### config.mk
export PLATFORM = sky130hd
export DESIGN_NAME = serial_shift_rx_flat
export DESIGN_NICKNAME = d
export VERILOG_FILES = /design/src/rtl/serial_shift_rx_pkg.sv /design/src/rtl/serial_shift_rx_if.sv /design/src/rtl/serial_shift_rx_sync_edge_det.sv /design/src/rtl/serial_shift_rx.sv /design/src/flat_wrapper.sv
export SDC_FILE = /design/constraint.sdc
export NUM_CORES = 1
export LEC_CHECK = 0
export BUFFER_PORTS_ARGS = -buffer_cell sky130_fd_sc_hd__buf_2
export CORE_MARGIN = 3
export CORE_UTILIZATION = 40
export CTS_BUF_LIST = sky130_fd_sc_hd__clkbuf_8
export CTS_CLUSTER_DIAMETER = 200
export DETAILED_ROUTE_END_ITERATION = 8
export PLACE_DENSITY = 0.63
export SLEW_MARGIN = 20
export SYNTH_ARGS = -nofsm -noshare
export SYNTH_HDL_FRONTEND = slang
export SYNTH_HIERARCHICAL = 1
export SYNTH_SLANG_ARGS = --single-unit
### constraint.sdc
create_clock -name clk -period 3.7 [get_ports clk]
set_input_delay 0.185 -clock clk [delete_from_list [all_inputs] [get_ports clk]]
set_output_delay 0.185 -clock clk [all_outputs]
set_load 0.03 [all_outputs]
### src/rtl/serial_shift_rx_pkg.sv
// serial_shift_rx_pkg: shared FSM encodings and frame sizes
// for the serial display/LED shift link (rx and tx sides).
package serial_shift_rx_pkg;

  typedef enum logic [1:0] {
    ST_IDLE  = 2'd0,
    ST_SHIFT = 2'd1,
    ST_LATCH = 2'd2
  } state_e;

  localparam int SEG_FRAME_BITS = 64;
  localparam int LED_FRAME_BITS = 16;

  function automatic int cnt_w(input int nbits);
    return $clog2(nbits + 1) + 1;
  endfunction

endpackage

### src/rtl/serial_shift_rx_if.sv
// serial_shift_rx_if: serial link inputs and deserialised
// frame outputs of the shift receiver.
interface serial_shift_rx_if #(
  parameter int NBITS = 64
);
  import serial_shift_rx_pkg::*;

  localparam int CW = cnt_w(NBITS);

  logic             s_clk;
  logic             s_din;
  logic             s_pen;
  logic             s_clrn;
  logic [NBITS-1:0] par_out;
  logic             frame_valid;
  logic             frame_err;
  logic [CW-1:0]    bit_cnt;
  logic             busy;

  modport master (
    output s_clk, s_din, s_pen, s_clrn,
    input  par_out, frame_valid, frame_err,
    input  bit_cnt, busy
  );

  modport slave (
    input  s_clk, s_din, s_pen, s_clrn,
    output par_out, frame_valid, frame_err,
    output bit_cnt, busy
  );

endinterface

### src/rtl/serial_shift_rx_sync_edge_det.sv
// serial_shift_rx_sync_edge_det: multi-flop synchroniser
// with a rise detector on the synchronised level.
module serial_shift_rx_sync_edge_det #(
  parameter int   STAGES  = 2,
  parameter logic RST_VAL = 1'b0
) (
  input  logic clk,
  input  logic rstn_i,
  input  logic d_i,
  output logic level_o,
  output logic rise_o
);

  logic [STAGES-1:0] sync_q;
  logic              prev_q;

  // sync chain plus one delayed copy for the edge detect
  always_ff @(posedge clk) begin
    if (!rstn_i) begin
      sync_q <= {STAGES{RST_VAL}};
      prev_q <= RST_VAL;
    end else begin
      sync_q <= {sync_q[STAGES-2:0], d_i};
      prev_q <= sync_q[STAGES-1];
    end
  end

  assign level_o = sync_q[STAGES-1];
  assign rise_o  = level_o & ~prev_q;

endmodule

### src/rtl/serial_shift_rx.sv
// serial_shift_rx: deserialises the MSB-first shift link and
// latches the frame on the PEN rising edge.
module serial_shift_rx
  import serial_shift_rx_pkg::*;
#(
  parameter int NBITS       = SEG_FRAME_BITS,
  parameter int SYNC_STAGES = 2
) (
  input  logic            clk,
  input  logic            RSTN,
  serial_shift_rx_if.slave link
);

  localparam int CW = cnt_w(NBITS);
  localparam logic [CW-1:0] CNT_MAX  = '1;
  localparam logic [CW-1:0] CNT_FULL = CW'(NBITS);

  logic clk_lvl, clk_ev;
  logic pen_lvl, pen_ev;
  logic clrn_lvl, clrn_rise;
  logic clr;
  logic unused_sync;

  logic [SYNC_STAGES-1:0] din_q;
  logic                   din_sync;

  logic [NBITS-1:0] shift_q, shift_d;
  logic [CW-1:0]    cnt_q, cnt_d;
  state_e           state_q, state_d;
  logic [NBITS-1:0] par_q;
  logic             valid_q;
  logic             err_q;
  logic             busy_q;

  serial_shift_rx_sync_edge_det #(
    .STAGES (SYNC_STAGES),
    .RST_VAL(1'b0)
  ) u_clk_sync (
    .clk    (clk),
    .rstn_i (RSTN),
    .d_i    (link.s_clk),
    .level_o(clk_lvl),
    .rise_o (clk_ev)
  );

  serial_shift_rx_sync_edge_det #(
    .STAGES (SYNC_STAGES),
    .RST_VAL(1'b0)
  ) u_pen_sync (
    .clk    (clk),
    .rstn_i (RSTN),
    .d_i    (link.s_pen),
    .level_o(pen_lvl),
    .rise_o (pen_ev)
  );

  serial_shift_rx_sync_edge_det #(
    .STAGES (SYNC_STAGES),
    .RST_VAL(1'b1)
  ) u_clrn_sync (
    .clk    (clk),
    .rstn_i (RSTN),
    .d_i    (link.s_clrn),
    .level_o(clrn_lvl),
    .rise_o (clrn_rise)
  );

  assign unused_sync = ^{clk_lvl, pen_lvl, clrn_rise};
  assign clr         = ~clrn_lvl;

  // data sync at the same depth as s_clk keeps setup intact
  always_ff @(posedge clk) begin
    if (!RSTN) begin
      din_q <= '0;
    end else begin
      din_q <= {din_q[SYNC_STAGES-2:0], link.s_din};
    end
  end

  assign din_sync = din_q[SYNC_STAGES-1];

  // next shift/count/state; clear beats a shift
  always_comb begin
    shift_d = shift_q;
    cnt_d   = cnt_q;
    state_d = state_q;
    if (clr) begin
      shift_d = '0;
      cnt_d   = '0;
    end else if (clk_ev) begin
      shift_d = {shift_q[NBITS-2:0], din_sync};
      if (cnt_q != CNT_MAX) begin
        cnt_d = cnt_q + 1'b1;
      end
    end
    priority case (1'b1)
      clr:                 state_d = ST_IDLE;
      pen_ev:              state_d = ST_LATCH;
      clk_ev:              state_d = ST_SHIFT;
      state_q == ST_LATCH: state_d = ST_IDLE;
      default:             state_d = state_q;
    endcase
  end

  // FSM, shift chain and registered frame outputs
  always_ff @(posedge clk) begin
    if (!RSTN) begin
      shift_q <= '0;
      cnt_q   <= '0;
      state_q <= ST_IDLE;
      par_q   <= '0;
      valid_q <= 1'b0;
      err_q   <= 1'b0;
      busy_q  <= 1'b0;
    end else begin
      shift_q <= shift_d;
      state_q <= state_d;
      busy_q  <= (state_d == ST_SHIFT);
      valid_q <= pen_ev;
      if (pen_ev) begin
        par_q <= shift_d;
        err_q <= (cnt_d != CNT_FULL);
        cnt_q <= '0;
      end else begin
        cnt_q <= cnt_d;
      end
    end
  end

  assign link.par_out     = par_q;
  assign link.frame_valid = valid_q;
  assign link.frame_err   = err_q;
  assign link.bit_cnt     = cnt_q;
  assign link.busy        = busy_q;

endmodule

### src/flat_wrapper.sv
// flat-port wrapper written by rule: the top's interface ports become plain ports
module serial_shift_rx_flat import serial_shift_rx_pkg::*;
#(
  parameter int NBITS       = SEG_FRAME_BITS,
  parameter int SYNC_STAGES = 2
)
  (clk, RSTN, link_s_clk, link_s_din, link_s_pen, link_s_clrn, link_par_out, link_frame_valid, link_frame_err, link_bit_cnt, link_busy);
  serial_shift_rx_if #(.NBITS(NBITS)) link_i ();
  input  logic clk;
  input  logic RSTN;
  input wire logic [$bits(link_i.s_clk)-1:0] link_s_clk;
  input wire logic [$bits(link_i.s_din)-1:0] link_s_din;
  input wire logic [$bits(link_i.s_pen)-1:0] link_s_pen;
  input wire logic [$bits(link_i.s_clrn)-1:0] link_s_clrn;
  output wire logic [$bits(link_i.par_out)-1:0] link_par_out;
  output wire logic [$bits(link_i.frame_valid)-1:0] link_frame_valid;
  output wire logic [$bits(link_i.frame_err)-1:0] link_frame_err;
  output wire logic [$bits(link_i.bit_cnt)-1:0] link_bit_cnt;
  output wire logic [$bits(link_i.busy)-1:0] link_busy;
  assign link_i.s_clk = link_s_clk;
  assign link_i.s_din = link_s_din;
  assign link_i.s_pen = link_s_pen;
  assign link_i.s_clrn = link_s_clrn;
  assign link_par_out = link_i.par_out;
  assign link_frame_valid = link_i.frame_valid;
  assign link_frame_err = link_i.frame_err;
  assign link_bit_cnt = link_i.bit_cnt;
  assign link_busy = link_i.busy;
  serial_shift_rx #(.NBITS(NBITS), .SYNC_STAGES(SYNC_STAGES)) u_core (.clk(clk), .RSTN(RSTN), .link(link_i));
endmodule
==> results.sh <==
export IMPL_endpoint_kind="flop"
export IMPL_final_util_pct=47.8
export IMPL_cts_root_to_sink_buffers=2
export IMPL_fill_cells=1374
export IMPL_critical_path_required_ps=4010
export IMPL_reg2reg_depth=7
export IMPL_number_of_antenna_violations_at_the_first_check_in_global_routing=0
export IMPL_grt_util_met3_pct=4.22
export IMPL_worst_clock_skew_ps=7.35
export IMPL_tritoncts_num_sinks=151
export IMPL_place_port_buffers=80
export IMPL_antenna_left=0
export IMPL_regArea_um2=3020
export IMPL_place_hpwl_um=7260
export IMPL_synth_area_um2=6170
export IMPL_rows=44
export IMPL_whs_path_depth=3
export IMPL_synth_fp_nets=587
export IMPL_final_net_count=656
export IMPL_worst_r2r_setup_slack_ps=1690
export IMPL_final_max_slew_violation_count=0
export IMPL_numCtsBuffers=17
export IMPL_gr_total_overflow=0
export IMPL_reg2reg_launch_point="u_core/u_clk_sync/sync_q[1]"
export IMPL_grt_met2_usage_pct=22.5
export IMPL_clock_tree_htree_level_count=4
export IMPL_grt_max_degree=71
export IMPL_drt_vias_per_instance=4.68
export IMPL_postCtsSetupRepairBufs=0
export IMPL_grt_busiest_layer="met2"
export IMPL_p_leak_nw=2.73
export IMPL_worstSetupStartpointType="flop"
export IMPL_die_width_um=130
export IMPL_fp_dieArea_um2=16900
export IMPL_netlist_instances=580
export IMPL_multi_input_comb_area_um2=2930
export IMPL_preCtsSetupSlack_ps=1730
export IMPL_maxClockFrequency_ghz=0.497
export IMPL_postSynthAreaPerCell_um2=10.6
export IMPL_ir_drop_worst_case_vdd_mv=0.214
export IMPL_global_route_wire_length_before_repair_um=18800
export IMPL_setup_total_negative_slack_ps=0
export IMPL_drive_above_1_share_pct=18.6
export IMPL_finalWeightedCongestion=0.754
export IMPL_path_type_of_the_worst_setup_path="reg -> reg"
export IMPL_dieHeight_um=130
export IMPL_instances_no_fill=846
export IMPL_groute_layer_met1_usage_pct=16.9
export IMPL_min_path_type="in -> reg"
export IMPL_period_share_pct=54.4
export IMPL_route_final_wire_length_um=11100
export IMPL_hold_path_startpoint="RSTN"
export IMPL_syn2layout_area_growth_pct=14.8
export IMPL_post_route_min_period_ps=2010
export IMPL_layout_setup_ws_ps=1690
export IMPL_n_antenna_cell=0
export IMPL_holdPathEnd="u_core/state_q[1]"
export IMPL_drv_cap=0
export IMPL_clock_root_buffer="sky130_fd_sc_hd__clkbuf_8"
export IMPL_timing_rr_end="u_core/link.frame_err"
export IMPL_vias=3963
export IMPL_setup_repair_after_global_routing_missed_its_margin="false"
export IMPL_floorplan_initialDensity_pct=41.6
export IMPL_drt_pre_antenna_iters=4
export IMPL_floorplan_core_area_um2=14800
export IMPL_worst_setup_hold_path_clk_slew_ps=70
export IMPL_setup_viol_count_final=0
export IMPL_drt_drc_violations_left=0
export IMPL_tritoncts="done"
export IMPL_slew_limit_headroom_pct=32.1
export IMPL_groute_usage_overall_pct=13.9
export IMPL_drt_iter0_markers=172
export IMPL_grt_pass1_vias=3986
export IMPL_hold_viol=0
export IMPL_worstMarginPinSlew_ps=1020
export IMPL_yosysWarnings=6
export IMPL_outcome="finished clean"
export IMPL_place_detailed_instances=810
export IMPL_ioPinCount=81
export IMPL_worst_skew_pair_late_latency_ps=430
export IMPL_power_per_cell_area_nw_per_um2=424
export IMPL_cp_max_fo=26
export IMPL_cp_data_arrival_time_ps=2320
export IMPL_wl_per_cell_um=13.2
-- placed cells by master, fill, tap and decap left out, types with 4 or more instances in the layout --
cell type                       count
sky130_fd_sc_hd__dfxtp_1          150
sky130_fd_sc_hd__mux2i_1          132
sky130_fd_sc_hd__nor2b_1          129
sky130_fd_sc_hd__buf_2             80
sky130_fd_sc_hd__and2_1            74
sky130_fd_sc_hd__clkbuf_8          22
sky130_fd_sc_hd__nor2_1            11
sky130_fd_sc_hd__buf_4              6
sky130_fd_sc_hd__clkinv_2           5
sky130_fd_sc_hd__dlygate4sd3_1      4
sky130_fd_sc_hd__nand2b_1           4
sky130_fd_sc_hd__nand3_1            4
-- power breakdown --
part           internal [mW]  switching (mW)  leakage, nW  total [mW]
clock network          0.680           0.567        0.221        1.25
logic                 0.0547          0.0592         1.30       0.114
registers               1.63          0.0104         1.22        1.64
total                   2.37           0.636         2.73        3.00
-- how the worst max path moves through the flow --
stage                     slack (ps)                 endpoint                         start  cells after the start
final                           1690    u_core/link.frame_err   u_core/u_clk_sync/sync_q[1]                      7
after global routing            1490   u_core/link.bit_cnt[3]  u_core/u_clrn_sync/sync_q[1]                      3
after CTS                       1690   u_core/link.bit_cnt[3]  u_core/u_clrn_sync/sync_q[1]                      3
after detailed placement        1730  u_core/link.par_out[53]   u_core/u_pen_sync/sync_q[1]                      4
after global placement          1760   u_core/link.bit_cnt[3]  u_core/u_clrn_sync/sync_q[1]                      3
after floorplan                 1860    u_core/link.frame_err        u_core/link.bit_cnt[0]                      6
-- area by class of cell --
type	count	area share, %
Sequential cell	151	42.7
Tap cell	184	3.25
Inverter	2	0.106
Clock buffer	22	4.28
Clock inverter	10	1.43
Timing Repair Buffer	90	6.86
Multi-Input combinational cell	387	41.4
-- layer usage --
metal | up-vias | wire length, um
met5 | - | 0
met4 | 0 | 208
met3 | 17 | 507
met2 | 73 | 5180
met1 | 1825 | 5250
li1 | 2048 | -
-- flip-flops by register name, indices dropped and copies added, names as in the netlist --
signal                     count
u_core/link.frame_valid        1
u_core/link.busy               1
u_core/din_q                   2
u_core/u_clk_sync/prev_q       1
u_core/u_clk_sync/sync_q       2
u_core/shift_q                64
u_core/link.frame_err          1
u_core/link.bit_cnt            8
u_core/link.par_out           64
u_core/u_clrn_sync/sync_q      2
u_core/state_q                 2
u_core/u_pen_sync/sync_q       2
u_core/u_pen_sync/prev_q       1
-- per-stage QoR --
step	power [mW]	instance area [um^2]	hold WS (ps)
floorplan	1.77	6170	258
global placement	1.79	6640	368
detailed placement	1.79	6640	386
CTS	3.06	7080	303
global route	3.13	7080	376
finish	3.00	7080	327
-- what timing repair did --
item	in CTS	in global routing
hold endpoints to repair	4	0
hold buffers	4	0
gates resized for setup	0	0
-- critical path, stage by stage (launching register included) --
cell                      delay, ps
sky130_fd_sc_hd__dfxtp_1        340
sky130_fd_sc_hd__nor2b_4        140
sky130_fd_sc_hd__buf_4          360
sky130_fd_sc_hd__and4_1         320
sky130_fd_sc_hd__and2_0         140
sky130_fd_sc_hd__o21ai_0        120
sky130_fd_sc_hd__nor4b_1        340
sky130_fd_sc_hd__a31oi_1        120
No activity file was read; power rests on OpenSTA's default activity.
